### src/rtl/i2s_receiver.sv
// i2s_receiver: oversampling I2S receiver. Synchronises sclk/lrclk/sd into
// clk, deserialises MSB-first words using the I2S one-bit delay, and publishes
// one left/right pair per frame with a single-cycle valid strobe.
// Optional build macro I2S_RX_ERRCNT_EN enables the saturating err_count
// counter; without it err_count is tied to zero.
module i2s_receiver #(
  parameter int WIDTH       = 24,
  parameter int SYNC_STAGES = 2
) (
  input  logic             clk,
  input  logic             rstn,
  input  logic             sclk,
  input  logic             lrclk,
  input  logic             sd,
  output logic [WIDTH-1:0] left_data,
  output logic [WIDTH-1:0] right_data,
  output logic             valid,
  output logic             frame_err,
  output logic [15:0]      err_count
);

  // Counter must hold WIDTH+1 (saturation point).
  localparam int             CW       = $clog2(WIDTH + 2);
  localparam logic [CW-1:0]  CNT_SAT  = CW'(WIDTH + 1);
  localparam logic [CW-1:0]  CNT_LAST = CW'(WIDTH - 1);

  typedef enum logic [1:0] {ALIGN, LEFT, RIGHT} state_t;

  state_t                 state, state_n;
  logic [SYNC_STAGES-1:0] sclk_sync, lr_sync, sd_sync;
  logic                   sclk_prev;
  logic                   sclk_s, lr_s, sd_s;
  logic                   lr_prev;
  logic                   bit_evt, boundary, n_bad;
  logic [CW-1:0]          cnt;
  logic [WIDTH-1:0]       shreg, word_done, bit_mask, left_hold;
  logic                   ld_hold, publish, err;

  // Synchronisers and edge history. Deliberately not reset: clearing them
  // while sclk is high would fabricate a rising edge after reset release.
  always_ff @(posedge clk) begin
    sclk_sync <= {sclk_sync[SYNC_STAGES-2:0], sclk};
    lr_sync   <= {lr_sync[SYNC_STAGES-2:0], lrclk};
    sd_sync   <= {sd_sync[SYNC_STAGES-2:0], sd};
    sclk_prev <= sclk_sync[SYNC_STAGES-1];
  end

  assign sclk_s   = sclk_sync[SYNC_STAGES-1];
  assign lr_s     = lr_sync[SYNC_STAGES-1];
  assign sd_s     = sd_sync[SYNC_STAGES-1];
  assign bit_evt  = sclk_s & ~sclk_prev;
  assign boundary = bit_evt & (lr_s != lr_prev);
  // cnt bits precede the boundary bit, so N = cnt+1.
  assign n_bad    = (cnt != CNT_LAST);

  // Word as it stands including the current bit; the mask walks off the
  // bottom once WIDTH bits are in, which drops any surplus bits for free.
  always_comb begin
    bit_mask  = {1'b1, {(WIDTH-1){1'b0}}} >> cnt;
    word_done = sd_s ? (shreg | bit_mask) : shreg;
  end

  // Shift register, bit counter and previous word-select sample.
  always_ff @(posedge clk) begin
    if (!rstn) begin
      lr_prev <= 1'b0;
      shreg   <= '0;
      cnt     <= '0;
    end else if (bit_evt) begin
      lr_prev <= lr_s;
      if (lr_s != lr_prev) begin
        shreg <= '0;
        cnt   <= '0;
      end else begin
        shreg <= word_done;
        if (cnt != CNT_SAT) cnt <= cnt + 1'b1;
      end
    end
  end

  // Frame state register.
  always_ff @(posedge clk) begin
    if (!rstn) state <= ALIGN;
    else       state <= state_n;
  end

  // Next-state and boundary actions; ALIGN only waits for a right->left edge.
  always_comb begin
    state_n = state;
    ld_hold = 1'b0;
    publish = 1'b0;
    err     = 1'b0;
    if (boundary) begin
      case (state)
        ALIGN: if (!lr_s) state_n = LEFT;
        LEFT: if (lr_s) begin
          ld_hold = 1'b1;
          err     = n_bad;
          state_n = RIGHT;
        end
        RIGHT: if (!lr_s) begin
          publish = 1'b1;
          err     = n_bad;
          state_n = LEFT;
        end
        default: state_n = ALIGN;
      endcase
    end
  end

  // Output registers: left hold, published pair and strobes.
  always_ff @(posedge clk) begin
    if (!rstn) begin
      left_hold  <= '0;
      left_data  <= '0;
      right_data <= '0;
      valid      <= 1'b0;
      frame_err  <= 1'b0;
    end else begin
      valid     <= publish;
      frame_err <= err;
      if (ld_hold) left_hold <= word_done;
      if (publish) begin
        left_data  <= left_hold;
        right_data <= word_done;
      end
    end
  end

`ifdef I2S_RX_ERRCNT_EN
  // Saturating frame-error counter, cleared only by reset.
  always_ff @(posedge clk) begin
    if (!rstn)                            err_count <= '0;
    else if (frame_err && err_count != 16'hFFFF) err_count <= err_count + 16'd1;
  end
`else
  assign err_count = '0;
`endif

endmodule

### config.mk
export PLATFORM = sky130hd
export DESIGN_NAME = i2s_receiver
export DESIGN_NICKNAME = d
export VERILOG_FILES = /design/src/rtl/i2s_receiver.sv
export SDC_FILE = /design/constraint.sdc
export NUM_CORES = 1
export LEC_CHECK = 0
export ABC_AREA = 0
export BUFFER_PORTS_ARGS = -buffer_cell sky130_fd_sc_hd__buf_2
export CAP_MARGIN = 0
export CORE_MARGIN = 2
export CORE_UTILIZATION = 51
export CTS_CLUSTER_SIZE = 8
export DETAILED_ROUTE_END_ITERATION = 16
export PLACE_DENSITY = 0.86
export SYNTH_ARGS = -nofsm -noshare
export SYNTH_HDL_FRONTEND = slang
export SYNTH_SLANG_ARGS = --single-unit
### constraint.sdc
create_clock -name clk -period 1.7 [get_ports clk]
set_clock_uncertainty 0.15 [all_clocks]
set_input_delay 0.085 -clock clk [delete_from_list [all_inputs] [get_ports clk]]
set_output_delay 0.085 -clock clk [all_outputs]
set_load 0.005 [all_outputs]
# After elaboration in Yosys (flattened, before gate mapping)
# Index checks and enable logic that the tools add are counted.
# word_totals
out_inout_bits	66
inputBits	5
ff_bits	113
# op_classes
bitwise_logic	4
reduce_logical	6
shifts	1
n_eq_ne	7
addsub	1
muxes	16
# op_table
cell	count
24-bit two-way mux	2
24-bit OR	1
24-bit by 5-bit >> shifter with 24-bit output, first input constant	1
5-bit two-way mux	2
5-bit != test, second input constant	2
1-bit two-way mux	8
5-bit by 1-bit adder with 5-bit output, second input constant	1
2-bit two-way mux	2
2-bit != test, second input constant	2
2-bit case mux with 2 select lines	1
2-bit AND reduction	2
3-bit AND reduction	1
1-bit bitwise AND	2
2-bit by 1-bit equality test with 1-bit output, second input constant	1
2-bit equality test, second input constant	1
2-bit zero test	1
1-bit case mux with 2 select lines	1
2-bit nonzero test	1
2-bit OR reduction	1
1-bit != test	1
1-bit inverter	1

# Logic depth before layout (Yosys ltp)
# Gate-level depths: netlist of run 1.
# logic_depth
word_depth	4
depth_mapped	8
ltp_nobuf	5

# Least setup slack after synthesis of run 1
# OpenSTA, ideal clock, no wires.
# synth_path
path_type	flip-flop to flip-flop
startpoint	register state[0]
endpoint	register state[0]
arrival_time_ns	1.563
setup_time_ns	0.072
slack_ns	-0.085
n_path_buf	0
path_stages_with_launch	6
path_cell_list	dfxtp_1 inv_1 ha_1 or2_2 a2111oi_4 mux2i_1
# synth_via
elab_chain_len	4
elab_cells_between_ends	8
# synth_lines
element	line	source
from (decl)	29	state_t state, state_n;
from (signal assigned)	84	else state <= state_n;
2-bit equality test or 2-bit zero test (tied branches)	94	case (state)
2-bit OR reduction (no source line)	--	
2-bit != test (no source line)	--	
3-bit AND reduction (no source line)	--	
# Several ways; a longest one is shown, not always the timed one.
# A chain may end at the register's enable or synchronous reset.

# Worst setup path in the final report of run 1
# layout_path
startpoint	register cnt[0]
endpoint	register left_hold[15]
# layout_via
elab_chain_len	3
# layout_lines
element	line	source
from (decl)	35	logic [CW-1:0] cnt;
from (signal assigned)	76	if (cnt != CNT_SAT) cnt <= cnt + 1'b1;
24-bit by 5-bit >> shifter with 24-bit output	59	bit_mask = {1'b1, {(WIDTH-1){1'b0}}} >> cnt;
24-bit OR	60	word_done = sd_s ? (shreg | bit_mask) : shreg;
24-bit two-way mux	60	
to (signal assigned)	122	if (ld_hold) left_hold <= word_done;
to (decl)	36	logic [WIDTH-1:0] shreg, word_done, bit_mask, left_hold;
# No other way between the ends.

==> flow_summary.json, run 1 <==
{
  "start_util_pct": 52.7,
  "ir_drop_v": 0.000567,
  "drt_iter0_drc": 649,
  "pwr-share-seq_pct": 42.2,
  "comb_power_share_pct": 4.5,
  "cts_buffers": 17,
  "p_total_w": 0.00637,
  "syn-mean-instance-area_sq_um": 9.44,
  "hold_depth": 2,
  "syn_to_final_growth_pct": 29.5,
  "row_count": 34,
  "insertion_delay_ns": 0.52,
  "syn_area_sq_um": 4600,
  "grt_usage_pct": 23.6,
  "path_max_fanout": 6,
  "postRouteAntennaNets": 0,
  "switching_share_pct": 23.3,
  "p_sw_w": 0.00149,
  "overflow": 0,
  "drive_above_1_share_pct": 32.6,
  "cts_buffer_depth": 2,
  "reg2reg_depth": 5,
  "core-area_sq_um": 8720,
  "setup_ws_ns": -0.0733,
  "wl_mm": 13.7,
  "p_clk_share_pct": 53.3,
  "path_class": "register to register",
  "p_per_area_nw_per_um2": 1070,
  "boundaryPins": 71,
  "cap_violations": 0,
  "finalSetupViolCount": 6,
  "hold_viol": 0,
  "ys_ff_latch": 113,
  "cts_sinks": 113,
  "die_w_um": 99.0,
  "cts_tree": "yes",
  "die_h_um": 99.0,
  "dieArea_sq_um": 9790,
  "finalCriticalPeriod_ns": 1.77,
  "postCtsSetupRepairBufs": 0,
  "min_path_type": "input pin to register",
  "clock-root-buffer": "clkbuf_8",
  "post_drt_wl_per_cell_um": 20.1,
  "drv_slew": 0,
  "grt_pass1_vias": 3841,
  "nets": 577,
  "ys_warn_count": 0,
  "yosysUniqueCellTypes": 37,
  "synth_edf_count": 0,
  "grt_start_max_net_pins": 75,
  "async_flop_share_pct": 0,
  "globalplace.congestion": 0.822,
  "final_cell_mix": "dfxtp_1 (106), a21oi_1 (79), buf_2 (54)",
  "worst_slew_pin_slew_ns": 0.565,
  "antenna_found_initial": 0,
  "port_buffers": 54,
  "first_pass_iters": 7,
  "clk_pin_slew_ns": 0.06,
  "finalCritPeriodShare_pct": 104,
  "internal-power_w": 0.00488,
  "route.detailed.drc": 0,
  "r2r-end": "left_hold[15]",
  "vias_per_cell": 6.42,
  "grt_pass1_wl_mm": 18.6,
  "layout_commonest_cell": "dfxtp_1",
  "min_from": "sclk",
  "via_count": 4374,
  "max_freq_mhz": 564,
  "critical_path_arrival_ns": 1.99,
  "htree_levels": 4,
  "violations": "setup timing",
  "fin_util_pct": 68.3,
  "synthCells": 487,
  "antenna_cells": 0,
  "cp.required_ns": 1.91,
  "place_hpwl_mm": 7.14,
  "max_slew_margin_pct": 62.2,
  "status": "finished, violations left",
  "crit_path_start_kind": "register",
  "r2r-start": "cnt[0]",
  "endpoint_kind": "register",
  "leakage_nw": 2.21,
  "r2r_slack_ns": -0.07,
  "synth_flop_cell": "dfxtp_1",
  "hold_end": "sclk_sync[0]",
  "yosysSeqAreaShare_pct": 49.2
}
[layer usage]
metal	up-vias	part of all wire, %	wire length (um)	GRT usage, %
met2	341	49	6680	39.3
met1	2031	35	4790	28.5
met5	-	0	0	0
met4	0	6.2	843	10.9
met3	109	9.8	1340	6.45
li1	1893	-	-	-
[kinds of logic (layout without fill, tap and decap cells)]
| logic type | count (synthesis) | count (layout) | share of synthesized area, % |
|---|---|---|---|
| compound gates | 183 | 183 | 26.3 |
| xor+xnor | 1 | 1 | 0.599 |
| fa+ha+maj | 11 | 11 | 2.99 |
| buf+inv | 70 | 139 | 8.43 |
| flops | 113 | 113 | 49.2 |
| mux | 5 | 5 | 1.12 |
| other cells | 1 | 16 | 0.0815 |
| simple gates | 103 | 105 | 11.3 |
[power by group through the flow]
stage	clock [W]	combinational, W	sequential (W)
global route	0.00353	0.000306	0.00269
global placement	0	0.000242	0.00274
detailed placement	0	0.000250	0.00274
CTS	0.00337	0.000261	0.00269
floorplan	0	0.000203	0.00274
finish	0.00339	0.000285	0.00269
[per-stage QoR]
| step | setup WS [ns] | std cells | area (sq um) | hold WS, ns | TNS (ns) |
|---|---|---|---|---|---|
| floorplan | 0.00130 | 502 | 4660 | -0.0373 | 0 |
| global placement | 0.0198 | 639 | 5070 | 0.0378 | 0 |
| detailed placement | -0.0807 | 639 | 5070 | 0.0390 | -0.447 |
| CTS | -0.00797 | 675 | 5710 | 0.0479 | -0.0139 |
| global route | -0.134 | 681 | 5960 | 0.0530 | -0.944 |
| finish | -0.0733 | 681 | 5960 | 0.0501 | -0.159 |
[area by class of cell]
class,count,area [sq um]
clock buffers,18,428
clock inverters,13,138
fillers,593,2760
inverters,8,32.5
multi-input cells,321,2160
flip-flops and latches,113,2280
well taps,108,135
repair buffers,100,791
[state kept, by name, indices dropped and copies added (netlist names)]
| name | flops |
|---|---|
| cnt | 5 |
| frame_err | 1 |
| left_data | 24 |
| left_hold | 24 |
| lr_prev | 1 |
| lr_sync | 2 |
| right_data | 24 |
| sclk_prev | 1 |
| sclk_sync | 2 |
| sd_sync | 2 |
| shreg | 24 |
| state | 2 |
| valid | 1 |
[repair_timing]
action	CTS	global route
setup endpoints to repair	33	65
hold buffers	4	0
gates cloned	1	6
hold endpoints to repair	18	0
gates resized for setup	9	30
pin swaps	4	9
[Yosys cell counts (16+ instances only)]
master,number,share of area (%)
o21ai_0,26,2.8
nor2_1,26,2.1
a211oi_1,28,4.6
a21oi_1,79,8.6
buf_2,16,1.7
clkbuf_1,20,1.6
dfxtp_1,113,49
nor3_1,20,2.2
nand3_1,28,3.0
buf_4,18,2.9
a31oi_1,24,3.3
a211oi_2,20,5.4
[how the worst max path moves through the flow]
stage | from | end | slack [ns] | cells past startpoint
after floorplan | state[1] | left_hold[11] | 0.001 | 8
after global placement | state[0] | state[0] | 0.02 | 5
after detailed placement | state[0] | right_data[21] | -0.08 | 6
after CTS | state[0] | state[0] | -0.008 | 5
after global routing | cnt[0] | left_hold[15] | -0.13 | 5
final | cnt[0] | left_hold[15] | -0.07 | 5
[worst max-delay path, cell delays in order (launching register included)]
cell	delay [ns]
dfxtp_2	0.37
inv_1	0.09
ha_1	0.25
buf_4	0.18
a31oi_1	0.43
a211oi_2	0.17
Power figures use the tool's default switching activity.
==> run 2, diff against run 1 <==
Settings changed: BUFFER_PORTS_ARGS -buffer_cell sky130_fd_sc_hd__buf_2 to -buffer_cell sky130_fd_sc_hd__clkbuf_2, GPL_TIMING_DRIVEN set to 0.
Clock period 1.7 ns to 1.6 ns, I/O delays scaled along.
==> flow_summary.json, run 2 (synthesized netlist as in run 1, its figures left out) <==
{
  "r2r-end": "shreg[21]",
  "tns_ns": -8.10,
  "finalCriticalPeriod_ns": 1.93,
  "nets": 619,
  "cp_common_cell": "buf_6",
  "overflow": 0,
  "globalplace.congestion": 0.890,
  "path_max_fanout": 10,
  "finalSetupViolCount": 82,
  "port_buffers": 54,
  "post_drt_wl_per_cell_um": 23.1,
  "htree_levels": 4,
  "endpoint_kind": "register",
  "crit_path_start_kind": "register",
  "grt_pass1_wl_mm": 21.8,
  "internal-power_w": 0.00525,
  "p_total_w": 0.00708,
  "min_path_type": "input pin to register",
  "path_class": "register to register",
  "grt_pass1_vias": 4245,
  "ir_drop_v": 0.000806,
  "switching_share_pct": 25.8,
  "syn_to_final_growth_pct": 44.9,
  "hold_depth": 2,
  "critical_path_arrival_ns": 2.18,
  "hold-worst-slack_ns": 0.0253,
  "via_count": 4694,
  "postRouteAntennaNets": 0,
  "crit_family": "simple AND/OR/NAND/NOR gates",
  "p_per_area_nw_per_um2": 1060,
  "r2r-start": "cnt[4]",
  "first_pass_iters": 6,
  "hold_viol": 0,
  "status": "finished, violations left",
  "p_clk_share_pct": 53.8,
  "cp.required_ns": 1.85,
  "max_slew_margin_pct": 41.6,
  "clk_pin_slew_ns": 0.06,
  "cts_sinks": 113,
  "slowest_delay_ns": 0.44,
  "route.detailed.drc": 0,
  "cap_violations": 0,
  "pwr-share-seq_pct": 40.4,
  "cp_slowest_cell": "nor3_1",
  "p_sw_w": 0.00182,
  "highest_layer": "met4",
  "drt-met1-wl_mm": 5.88,
  "boundaryPins": 71,
  "dieArea_sq_um": 9790,
  "die_h_um": 99.0,
  "drv_slew": 0,
  "finalCritPeriodShare_pct": 121,
  "drive_above_1_share_pct": 46.6,
  "insertion_delay_ns": 0.55,
  "wl_mm": 16.7,
  "grt_usage_pct": 28.6,
  "cts_buffers": 17,
  "cts_buffer_depth": 2,
  "row_count": 34,
  "fin_util_pct": 76.4,
  "fillers": 498,
  "path_buf_inv": 2,
  "reg2reg_depth": 5,
  "r2r_slack_ns": -0.33,
  "antenna_found_initial": 0,
  "vias_per_cell": 6.48,
  "antenna_cells": 0,
  "violations": "setup timing",
  "max_freq_mhz": 518,
  "drt_iter0_drc": 669,
  "cts_tree": "yes",
  "die_w_um": 99.0,
  "comb_power_share_pct": 5.8,
  "start_util_pct": 52.7,
  "worst_slew_pin_slew_ns": 0.875,
  "crit_chain": "nor2b_2 > buf_6 > buf_6 > a31oi_2 > nor3_1",
  "core-area_sq_um": 8720,
  "leakage_nw": 2.40,
  "layout_commonest_cell": "dfxtp_1",
  "dr_wl_met2_mm": 7.82,
  "grt_start_max_net_pins": 17,
  "rsz0062_at_grt": "yes",
  "clock-root-buffer": "clkbuf_8",
  "wl_met3_mm": 1.87,
  "min_from": "sd",
  "hold_end": "sd_sync[0]",
  "final_cell_mix": "dfxtp_1 (106), clkbuf_2 (57), a21oi_1 (50)",
  "setup_ws_ns": -0.332,
  "place_hpwl_mm": 8.11
}
[run 2: cell types whose count changed in the layout (fill, tap and decap cells not counted), moves of 11 or more]
cell / change
clkbuf_2: +57
buf_2: -49
a21oi_1: -29
a21oi_2: +25
nand3_1: -13
o21ai_0: -13
buf_4: +12
clkbuf_1: +12
o21ai_1: +11
[run 2: what timing repair did]
item                                   CTS  global route
pin swaps                               26            26
endpoints found under the hold margin    8             0
gates resized for setup                 93           103
gates cloned                             4             1
setup endpoints to repair              105           103
hold buffers                             5             0
buffers inserted                         8            13
[run 2: layout make-up]
cell class                 count  area [sq um]  area share, %
clock buffer                  17           414           6.21
tap                          108           135           2.03
buffer                        59           469           7.04
clock inverter                15           174           2.61
timing repair buffer          85           576           8.64
sequential                   113          2280           34.2
multi-input combinational    319          2580           38.8
inverter                       8          35.0          0.526
[run 2: power by group through the flow]
stage          Combinational, W  Sequential [W]  Clock, W
2_1_floorplan          0.000218         0.00291         0
3_3_place_gp           0.000274         0.00291         0
3_5_place_dp           0.000285         0.00291         0
4_1_cts                0.000330         0.00285   0.00374
5_1_grt                0.000430         0.00286   0.00392
6_report               0.000413         0.00286   0.00381
[run 2: metrics by stage]
stage | cell area (sq um) | worst slack (ns) | instances
6_report | 6660 | -0.332 | 724
5_1_grt | 6660 | -0.304 | 724
4_1_cts | 6170 | -0.0848 | 711
3_5_place_dp | 5090 | -0.535 | 664
3_3_place_gp | 5090 | -0.493 | 664
2_1_floorplan | 4690 | -0.0191 | 502
[run 2: how the worst max path moves through the flow]
stage	startpoint	end	slack, ns	depth (start not counted)
floorplan	state[1]	left_hold[11]	-0.02	8
global placement	state[0]	right_data[15]	-0.49	6
detailed placement	state[0]	right_data[14]	-0.53	6
CTS	state[1]	state[0]	-0.08	5
global route	cnt[4]	shreg[21]	-0.30	5
finish	cnt[4]	shreg[21]	-0.33	5
[run 2: per-layer routing]
metal,track usage [%],vias up
met2,46.8,412
met1,34.6,2173
met4,13.9,0
met3,8.01,129
met5,0,-
li1,-,1980
